==> src/rtl/memory_arbiter_pkg.sv <==
// Shared types and constants for the two-master memory arbiter.
package memory_arbiter_pkg;

  localparam int unsigned ADDR_W = 32;
  localparam int unsigned DATA_W = 32;

  typedef enum logic {
    IDLE      = 1'b0,
    WAIT_RESP = 1'b1
  } arb_state_t;

  localparam logic MEM_READ  = 1'b0;
  localparam logic MEM_WRITE = 1'b1;

  // One master's request as presented to the memory port.
  typedef struct packed {
    logic              command;
    logic [ADDR_W-1:0] read_address;
    logic [ADDR_W-1:0] write_address;
    logic [DATA_W-1:0] write_data;
    logic [DATA_W-1:0] write_mask;
  } mem_request_t;

  // Watchdog counter width: enough to hold TIMEOUT_CYCLES, never narrower than one bit.
  function automatic int unsigned counter_width(input int unsigned timeout);
    int unsigned w;
    w = $clog2(timeout + 1);
    return (w < 1) ? 1 : w;
  endfunction

endpackage

==> src/rtl/memory_arbiter_rr_select.sv <==
// Two-way round-robin selector.
//   req     : request vector, bit i = master i requesting
//   last    : index of the most recently granted master
//   grant_c : selected master index (combinational); a lone requester wins,
//             a tie goes to the master that was not granted last
module rr_select (
  input  logic [1:0] req,
  input  logic       last,
  output logic       grant_c
);

  always_comb begin
    grant_c = ~last;
    case (req)
      2'b01:   grant_c = 1'b0;
      2'b10:   grant_c = 1'b1;
      default: grant_c = ~last;
    endcase
  end

endmodule

==> src/rtl/memory_arbiter.sv <==
// Shares one ready/valid memory port between master 0 (core) and master 1
// (debug/DMA loader). Round-robin grant, a single outstanding transaction and
// a response watchdog.
//   clk, reset (async, active low)
//   m{0,1}_*            : master request in, ready/valid/read_data out
//   memory_*            : memory-side handshake, request fields and read data
//   busy                : a transaction is outstanding
//   owner               : last/current granted master
//   timeout_error       : one-cycle pulse when the watchdog aborts a transaction
// Request path and response delivery are combinational (zero added latency);
// state, owner and watchdog counter are registered.
module memory_arbiter
  import memory_arbiter_pkg::*;
#(
  parameter int unsigned PRIORITY_MASTER = 0,
  parameter int unsigned TIMEOUT_CYCLES  = 255
) (
  input  logic        clk,
  input  logic        reset,

  input  logic        m0_enable,
  input  logic        m0_command,
  input  logic [31:0] m0_read_address,
  input  logic [31:0] m0_write_address,
  input  logic [31:0] m0_write_data,
  input  logic [31:0] m0_write_mask,
  output logic        m0_ready,
  output logic        m0_valid,
  output logic [31:0] m0_read_data,

  input  logic        m1_enable,
  input  logic        m1_command,
  input  logic [31:0] m1_read_address,
  input  logic [31:0] m1_write_address,
  input  logic [31:0] m1_write_data,
  input  logic [31:0] m1_write_mask,
  output logic        m1_ready,
  output logic        m1_valid,
  output logic [31:0] m1_read_data,

  input  logic        memory_ready,
  input  logic        memory_valid,
  input  logic [31:0] read_memory_data,
  output logic        memory_enable,
  output logic        memory_command_out,
  output logic [31:0] read_memory_address,
  output logic [31:0] write_memory_address,
  output logic [31:0] write_memory_data,
  output logic [31:0] write_memory_mask,

  output logic        busy,
  output logic        owner,
  output logic        timeout_error
);

  localparam int unsigned CNT_W        = counter_width(TIMEOUT_CYCLES);
  localparam int unsigned TIMEOUT_LAST = (TIMEOUT_CYCLES == 0) ? 0 : TIMEOUT_CYCLES - 1;
  localparam logic [CNT_W-1:0] CNT_LAST = CNT_W'(TIMEOUT_LAST);
  localparam logic [CNT_W-1:0] CNT_MAX  = '1;
  localparam logic WATCHDOG_ON = (TIMEOUT_CYCLES != 0);
  // Owner resets to the non-priority master so the first tie goes to PRIORITY_MASTER.
  localparam logic RESET_OWNER = (PRIORITY_MASTER == 0);

  arb_state_t       state_q, state_d;
  logic             owner_q, owner_d;
  logic [CNT_W-1:0] count_q, count_d;

  mem_request_t req0, req1, mem_req;
  logic         sel;
  logic         sel_enable;
  logic         resp_valid;
  logic [31:0]  resp_data;

  assign req0 = '{command:       m0_command,
                  read_address:  m0_read_address,
                  write_address: m0_write_address,
                  write_data:    m0_write_data,
                  write_mask:    m0_write_mask};
  assign req1 = '{command:       m1_command,
                  read_address:  m1_read_address,
                  write_address: m1_write_address,
                  write_data:    m1_write_data,
                  write_mask:    m1_write_mask};

  rr_select u_rr_select (
    .req     ({m1_enable, m0_enable}),
    .last    (owner_q),
    .grant_c (sel)
  );

  // State, owner and watchdog counter registers.
  always_ff @(posedge clk or negedge reset) begin
    if (!reset) begin
      state_q <= IDLE;
      owner_q <= RESET_OWNER;
      count_q <= '0;
    end else begin
      state_q <= state_d;
      owner_q <= owner_d;
      count_q <= count_d;
    end
  end

  // Next state, request routing and response delivery.
  always_comb begin
    state_d       = state_q;
    owner_d       = owner_q;
    count_d       = count_q;
    mem_req       = '0;
    sel_enable    = 1'b0;
    memory_enable = 1'b0;
    m0_ready      = 1'b0;
    m1_ready      = 1'b0;
    resp_valid    = 1'b0;
    resp_data     = '0;
    timeout_error = 1'b0;

    case (state_q)
      IDLE: begin
        // Gated by reset so every request-side output reads 0 while reset is held.
        if (reset) begin
          mem_req       = sel ? req1 : req0;
          sel_enable    = sel ? m1_enable : m0_enable;
          memory_enable = sel_enable;
          if (sel_enable && memory_ready) begin
            m0_ready = ~sel;
            m1_ready = sel;
            owner_d  = sel;
            count_d  = '0;
            state_d  = WAIT_RESP;
          end
        end
      end
      WAIT_RESP: begin
        if (count_q != CNT_MAX) begin
          count_d = count_q + CNT_W'(1);
        end
        // A real response in the threshold cycle takes precedence over the abort.
        if (memory_valid) begin
          resp_valid = 1'b1;
          resp_data  = read_memory_data;
          state_d    = IDLE;
        end else if (WATCHDOG_ON && (count_q == CNT_LAST)) begin
          resp_valid    = 1'b1;
          timeout_error = 1'b1;
          state_d       = IDLE;
        end
      end
      default: state_d = IDLE;
    endcase

    m0_valid     = resp_valid && !owner_q;
    m1_valid     = resp_valid && owner_q;
    m0_read_data = m0_valid ? resp_data : '0;
    m1_read_data = m1_valid ? resp_data : '0;
  end

  assign memory_command_out   = mem_req.command;
  assign read_memory_address  = mem_req.read_address;
  assign write_memory_address = mem_req.write_address;
  assign write_memory_data    = mem_req.write_data;
  assign write_memory_mask    = mem_req.write_mask;

  assign busy  = (state_q == WAIT_RESP);
  assign owner = owner_q;

endmodule

==> config.mk <==
export PLATFORM = sky130hd
export DESIGN_NAME = memory_arbiter
export DESIGN_NICKNAME = d
export VERILOG_FILES = /design/src/rtl/memory_arbiter_pkg.sv /design/src/rtl/memory_arbiter_rr_select.sv /design/src/rtl/memory_arbiter.sv
export SDC_FILE = /design/constraint.sdc
export NUM_CORES = 1
export LEC_CHECK = 0
export CORE_AREA = 2 2 194 196
export DETAILED_ROUTE_END_ITERATION = 7
export DIE_AREA = 0 0 196 198
export PLACE_DENSITY = 0.36
export SYNTH_ARGS = -nofsm -noshare
export SYNTH_HDL_FRONTEND = slang
export SYNTH_HIERARCHICAL = 1
export SYNTH_SLANG_ARGS = --single-unit
==> constraint.sdc <==
create_clock -name clk -period 3.5 [get_ports clk]
set_input_delay 0.875 -clock clk [delete_from_list [all_inputs] [get_ports clk]]
set_output_delay 0.875 -clock clk [all_outputs]
set_load 0.02 [all_outputs]
* Word level (Yosys, flattened, before mapping)
Cells that the tools add are included.
Storage, ports and cells: flip-flop bits (word level) 10, bits in latches 0, RAM bits 0, bits in read-only memories 0, output and inout port bits 201, word-level logic and storage cells 51, memories 0
Cells by class: add/sub/neg operators 1, multiply operators 0, divide/modulo/power cells 0, order comparisons 0, equal/unequal tests 7, shifts and indexed selects 0, multiplexer cells 31, bitwise gates (word level) 3, reduce and logical (&&, ||, !) cells 6
Operators with widths (count):
- $mux 129 | 3
- $mux 32 | 4
- $mux 8 | 3
- $mux 1 | 18
- $pmux 8 s2 | 1
- $add 8x1->8 const B | 1
- $eq 8x8->1 const B | 1
- $ne 8x8->1 const B | 1
- $reduce_and 3->1 | 2
- $ne 2x2->1 const B | 2
- $pmux 1 s2 | 2
- $logic_and 1x1->1 | 3
- $not 1->1 | 3
- $eq 2x1->1 const B | 1
- $eq 2x2->1 const B | 1
- $ne 2x1->1 const B | 1
- $logic_not 1->1 | 1

* Logic depth before layout (Yosys ltp)
word-level depth 7, mapped depth 9, mapped depth without buffers 7

* Modules after synthesis
The synthesis kept the hierarchy.
Modules (own cells, without submodules):
- memory_arbiter | times used 1, cells an instance 434, area each 3026.7 um2, sequential area each 251.5 um2
- rr_select | times used 1, cells an instance 4, area each 30.0 um2, sequential area each 0.0 um2

* Worst setup path after synthesis
No wires, ideal clock.
path type input -> output, start input port m0_enable, end output port read_memory_address[0], arrival time 2335 ps, slack 290 ps, stages 8, cell sequence inv_1 ha_1 mux2i_1 buf_2 buf_2 buf_2 mux2i_1 nor2_1
On the way: cells in the longest elaborated chain, start to end 5, elaborated cells between the ends (all ways) 6, those cells by class eq/ne: 2; mux: 4
RTL lines:
- from (decl) | RTL line memory_arbiter.sv:21 | input logic m0_enable,
- $eq 2x2->1 / $eq 2x1->1 (equally long branches) | RTL line memory_arbiter_rr_select.sv:14 | case (req)
- $pmux 1 s2 * | RTL line memory_arbiter_rr_select.sv:14
- named net sel | RTL line memory_arbiter.sv:69 | logic sel;
- $mux 129 * | RTL line memory_arbiter.sv:122 | mem_req = sel ? req1 : req0;
- $mux 129 * | RTL line memory_arbiter.sv:121 | if (reset) begin
- $mux 129 * | RTL line memory_arbiter.sv:118 | case (state_q)
- to (decl) | RTL line memory_arbiter.sv:46 | output logic [31:0] read_memory_address,
The timed path passes the listed nets; every way through them passes the cells marked *.

* Worst setup path in the final report
start input port m1_enable, end output port write_memory_address[17]
On the way: cells in the longest elaborated chain, start to end 5, elaborated cells between the ends (all ways) 6, those cells by class eq/ne: 2; mux: 4
RTL lines:
- from (decl) | RTL line memory_arbiter.sv:31 | input logic m1_enable,
- $eq 2x2->1 / $eq 2x1->1 (equally long branches) | RTL line memory_arbiter_rr_select.sv:14
- $pmux 1 s2 * | RTL line memory_arbiter_rr_select.sv:14
- named net sel | RTL line memory_arbiter.sv:69
- $mux 129 * | RTL line memory_arbiter.sv:122
- $mux 129 * | RTL line memory_arbiter.sv:121
- $mux 129 * | RTL line memory_arbiter.sv:118
- to (decl) | RTL line memory_arbiter.sv:47 | output logic [31:0] write_memory_address,
Marked as above.

==> impl.org <==
** Status
- The flow ran to the end, and the final reports show no timing, DRC or antenna violations.

** Clocking
- Counting every sink on the clock net gives 10.
- CTS Buf Count :: 3
- CTS built an H-tree with a depth of 1.
- Maximum count of clock buffers along a single path :: 2
- Clock Root Buffer :: sky130_fd_sc_hd__clkbuf_16
- Clock tree from TritonCTS :: done
- Number of hold buffers added after CTS :: 0
- Skew-Pair Late Insertion Delay :: 0.24 ns
- Clock-pin slew was measured on the worst setup and hold paths at 0.04 ns.

** Worst setup path
- The endpoint identified for the worst register-to-register timing path is count_q[5]$_DFFE_PN0P_.
- Kind of start point of the critical path :: primary input
- Worst Path Arrival :: 2.54 ns
- Measured in cells, the most critical reg-to-reg path has a length of 7.
- Start-to-end type of the worst setup path :: primary input to output port
- Maximum fanout count along the critical path :: 8
- Crit path capture type :: output port
- Max stage delay cell, worst path :: sky130_fd_sc_hd__clkdlybuf4s15_2
- Walking the worst path, the cells encountered are buf_6 > ha_4 > mux2i_4 > buf_12 > bufbuf_16 > mux2i_1 > nor2_1 > clkdlybuf4s15_2.
- At the worst endpoint, the required time is 2.62 ns.
- Source of the worst register-to-register timing path :: owner$_DFFE_PN1P_
- Register-to-register setup slack :: 1.50 ns
- The number of buffers and inverters on the critical path is 4.
- Broken down by cell family, the worst path's largest delay share belongs to buffers and inverters.
- For this run, the slowest stage of the critical path takes 0.30 ns.

** Detailed routing
- Violation count after the first detailed-route iteration :: 116
- Final WL :: 24300 microns
- Dividing the detail-routed wire length by the instance count gives 16.9 microns.
- Across all layers, the routed design uses 5044 vias.
- The first detailed-routing pass took 4 iterations.
- Once detail routing completed, the nets flagged for antenna violations numbered 0.
- Using the TritonRoute via totals, the vias-per-cell ratio works out to 3.52.
- Final routed DRC violation total :: 0

** Floorplanning
- The floorplan step defined a core boundary enclosing 0.0370 sq mm.
- The die is 196 microns wide.
- # IOs :: 497
- Once the floorplan was initialized, standard cells occupied 8.27% of the core.
- The floorplan step defined a die boundary enclosing 0.0388 sq mm.
- The floorplan step set the die height to 198 microns.
- In this run the core area contains 71 standard-cell rows.

** Cells and area
- Area taken by flip-flops and latches :: 251 sq um
- Number of nets in the finished design :: 1260
- The finished layout holds 1434 standard cells, fillers aside.
- Of the cells placed in the final design, the portion with a size suffix greater than 1 is 19.9%.
- Counting the fill cells in the layout gives 4094.
- Summing all non-filler instances in the final layout gives an area of 0.00920 sq mm.
- Relative to the synthesized area, the layout overhead comes to 201%.
- Antenna fix cells :: 0
- Summing all multi-input logic gate instances after layout gives 0.00276 sq mm.

** Synthesis
- Of the synthesized area, sequential elements account for 8.23%.
- Library cells used by synthesis :: 38
- After synthesis the cells add up to 0.00306 sq mm.
- Post-Synthesis Mean Instance Area :: 6.98 sq um
- In this run, synthesis inferred 0 flip-flops with an integrated enable.
- Synth cell count leaders :: sky130_fd_sc_hd__mux2i_1, sky130_fd_sc_hd__nor2_1, sky130_fd_sc_hd__and2_1
- Number of synthesis warnings :: 6
- Most area-hungry cell type in the Yosys netlist :: sky130_fd_sc_hd__mux2i_1
- Top-area cell type share of the netlist area :: 43.6%
- In the synthesized netlist, the number of instances is 438.
- Post-Synthesis Net Count :: 737
- Synthesis inferred 10 register bits.
- After synthesis, the share of flip-flops with an asynchronous set or reset is 100%.
- Post-synth top flop :: sky130_fd_sc_hd__dfrtp_1
- Ranking of synthesized cells by area :: sky130_fd_sc_hd__mux2i_1, sky130_fd_sc_hd__nor2_1, sky130_fd_sc_hd__and2_1

** Placed design
- At the end of routability-driven placement, the weighted congestion stood at 0.734.
- Port buffer count :: 496
- Counting tap cells, the placed design contains a total of 1418 instances.
- Area post-placement :: 0.00899 sq mm
- Summed over all nets, the half-perimeter wirelength after detailed placement is 21000 microns.

** Run
- Max Cap Viol :: 0

** Global routing
- For this run the aggregate overflow at the end of global routing stands at 0.
- The first global-routing pass estimated 34000 microns of wire.
- Vias in the first global route :: 5295
- Antenna violations before repair :: 2
- Entering global routing, the biggest net connects 33 pins.
- Combined global-route utilization of all metal layers :: 11.6%

** Min path
- The worst hold path belongs to the class register to register.
- Origin of the worst min-delay path :: count_q[7]$_DFFE_PN0P_
- The path with the worst hold slack has its endpoint at count_q[7]$_DFFE_PN0P_.
- Hold Crit Depth :: 1

** STA
- Endpoints failing hold :: 0
- Measured against its own limit, the worst slew margin works out to 58.7%.
- For the final database, setup skew stands at 0.00104 ns.
- Final setup violating endpoints :: 0
- Setup repair after global routing could not meet its margin everywhere.
- The worst path needs 3.42 ns of the cycle, external delays included.
- Derived from the worst setup path, the maximum achievable clock frequency is 292 MHz.
- Of the available clock period, the critical path in the final layout requires 97.7%.
- Final hold analysis gives a worst-case slack of 0.565 ns.
- The final number of max-transition violations was 0.
- Slew at the pin with the worst max-slew slack :: 0.613 ns

** Pwr
- Leakage dissipation :: 3.94 nW
- Power per standard cell area :: 344 mW/mm^2
- The worst-case IR drop observed on VDD is 125 uV.
-- logic make-up after synthesis --
logic type | share of synthesized area, %
fa+ha+maj | 1.23
compound gates | 4.67
flops | 8.23
xor+xnor | 0.573
buf+inv | 6.14
mux | 43.9
simple gates | 35.2
-- layer usage --
layer  GRT usage, %  part of all wire [%]
met1           12.2                    37
met2           23.3                    53
met3           3.70                   9.2
met4          0.533                  0.41
met5              0                 0.054
-- report_power, final --
part	total (mW)	internal, mW	leakage (nW)	switching (mW)
sequential	0.226	0.154	0.130	0.0715
clock	0.208	0.153	0.0382	0.0551
combinational	2.73	1.48	3.78	1.25
total	3.16	1.79	3.94	1.38
-- flip-flops by register name, indices dropped and copies added (netlist names) --
register,count
count_q,8
busy,1
owner,1
-- area by class of cell --
class | count | area share, %
Timing Repair Buffer | 558 | 59.8
Multi-Input combinational cell | 384 | 30.0
Tap cell | 474 | 6.44
Sequential cell | 10 | 2.73
Clock buffer | 4 | 0.857
Inverter | 4 | 0.190
-- worst max path at each step --
stage / start / end / slack (ns) / cells past startpoint
3_5_place_dp: m0_enable / write_memory_data[16] / -0.91 / 9
6_report: m1_enable / write_memory_address[17] / 0.08 / 8
5_1_grt: m0_enable / write_memory_data[22] / -0.03 / 10
4_1_cts: m1_enable / write_memory_data[10] / -0.02 / 10
3_3_place_gp: m0_enable / write_memory_data[16] / -0.88 / 9
2_1_floorplan: m0_enable / read_memory_address[0] / 0.29 / 8
-- metrics by stage --
step	power, mW	setup WS, ns	util [%]	TNS, ns
6_report	3.16	0.0801	24.9	0
5_1_grt	3.38	-0.0308	24.9	-0.106
4_1_cts	3.18	-0.0215	25.1	-0.0278
3_5_place_dp	2.79	-0.913	24.3	-87.07
3_3_place_gp	2.79	-0.879	24.3	-88.61
2_1_floorplan	1.41	0.290	-	0
-- repair_timing --
action                                  in CTS  in global routing
endpoints found under the hold margin        0                  0
pin swaps                                    2                  2
buffers inserted                             4                  3
gates resized for setup                    318                107
endpoints found under the setup margin     132                117
cloned                                       5                  1
-- cells in the final DEF, fill, tap and decap left out, types with 4 or more instances in the layout --
cell type / n
sky130_fd_sc_hd__buf_6: 5
sky130_fd_sc_hd__buf_2: 32
sky130_fd_sc_hd__buf_8: 5
sky130_fd_sc_hd__clkdlybuf4s15_2: 21
sky130_fd_sc_hd__mux2i_1: 109
sky130_fd_sc_hd__dlygate4sd2_1: 14
sky130_fd_sc_hd__clkdlybuf4s15_1: 26
sky130_fd_sc_hd__clkbuf_16: 4
sky130_fd_sc_hd__nor2_1: 130
sky130_fd_sc_hd__clkdlybuf4s50_1: 362
sky130_fd_sc_hd__buf_16: 4
sky130_fd_sc_hd__buf_4: 38
sky130_fd_sc_hd__and2_1: 66
sky130_fd_sc_hd__o21ai_0: 6
sky130_fd_sc_hd__mux2i_2: 21
sky130_fd_sc_hd__dfrtp_1: 9
sky130_fd_sc_hd__clkbuf_2: 32
sky130_fd_sc_hd__nand2_1: 7
sky130_fd_sc_hd__buf_12: 16
No activity file was read; power rests on OpenSTA's default activity.
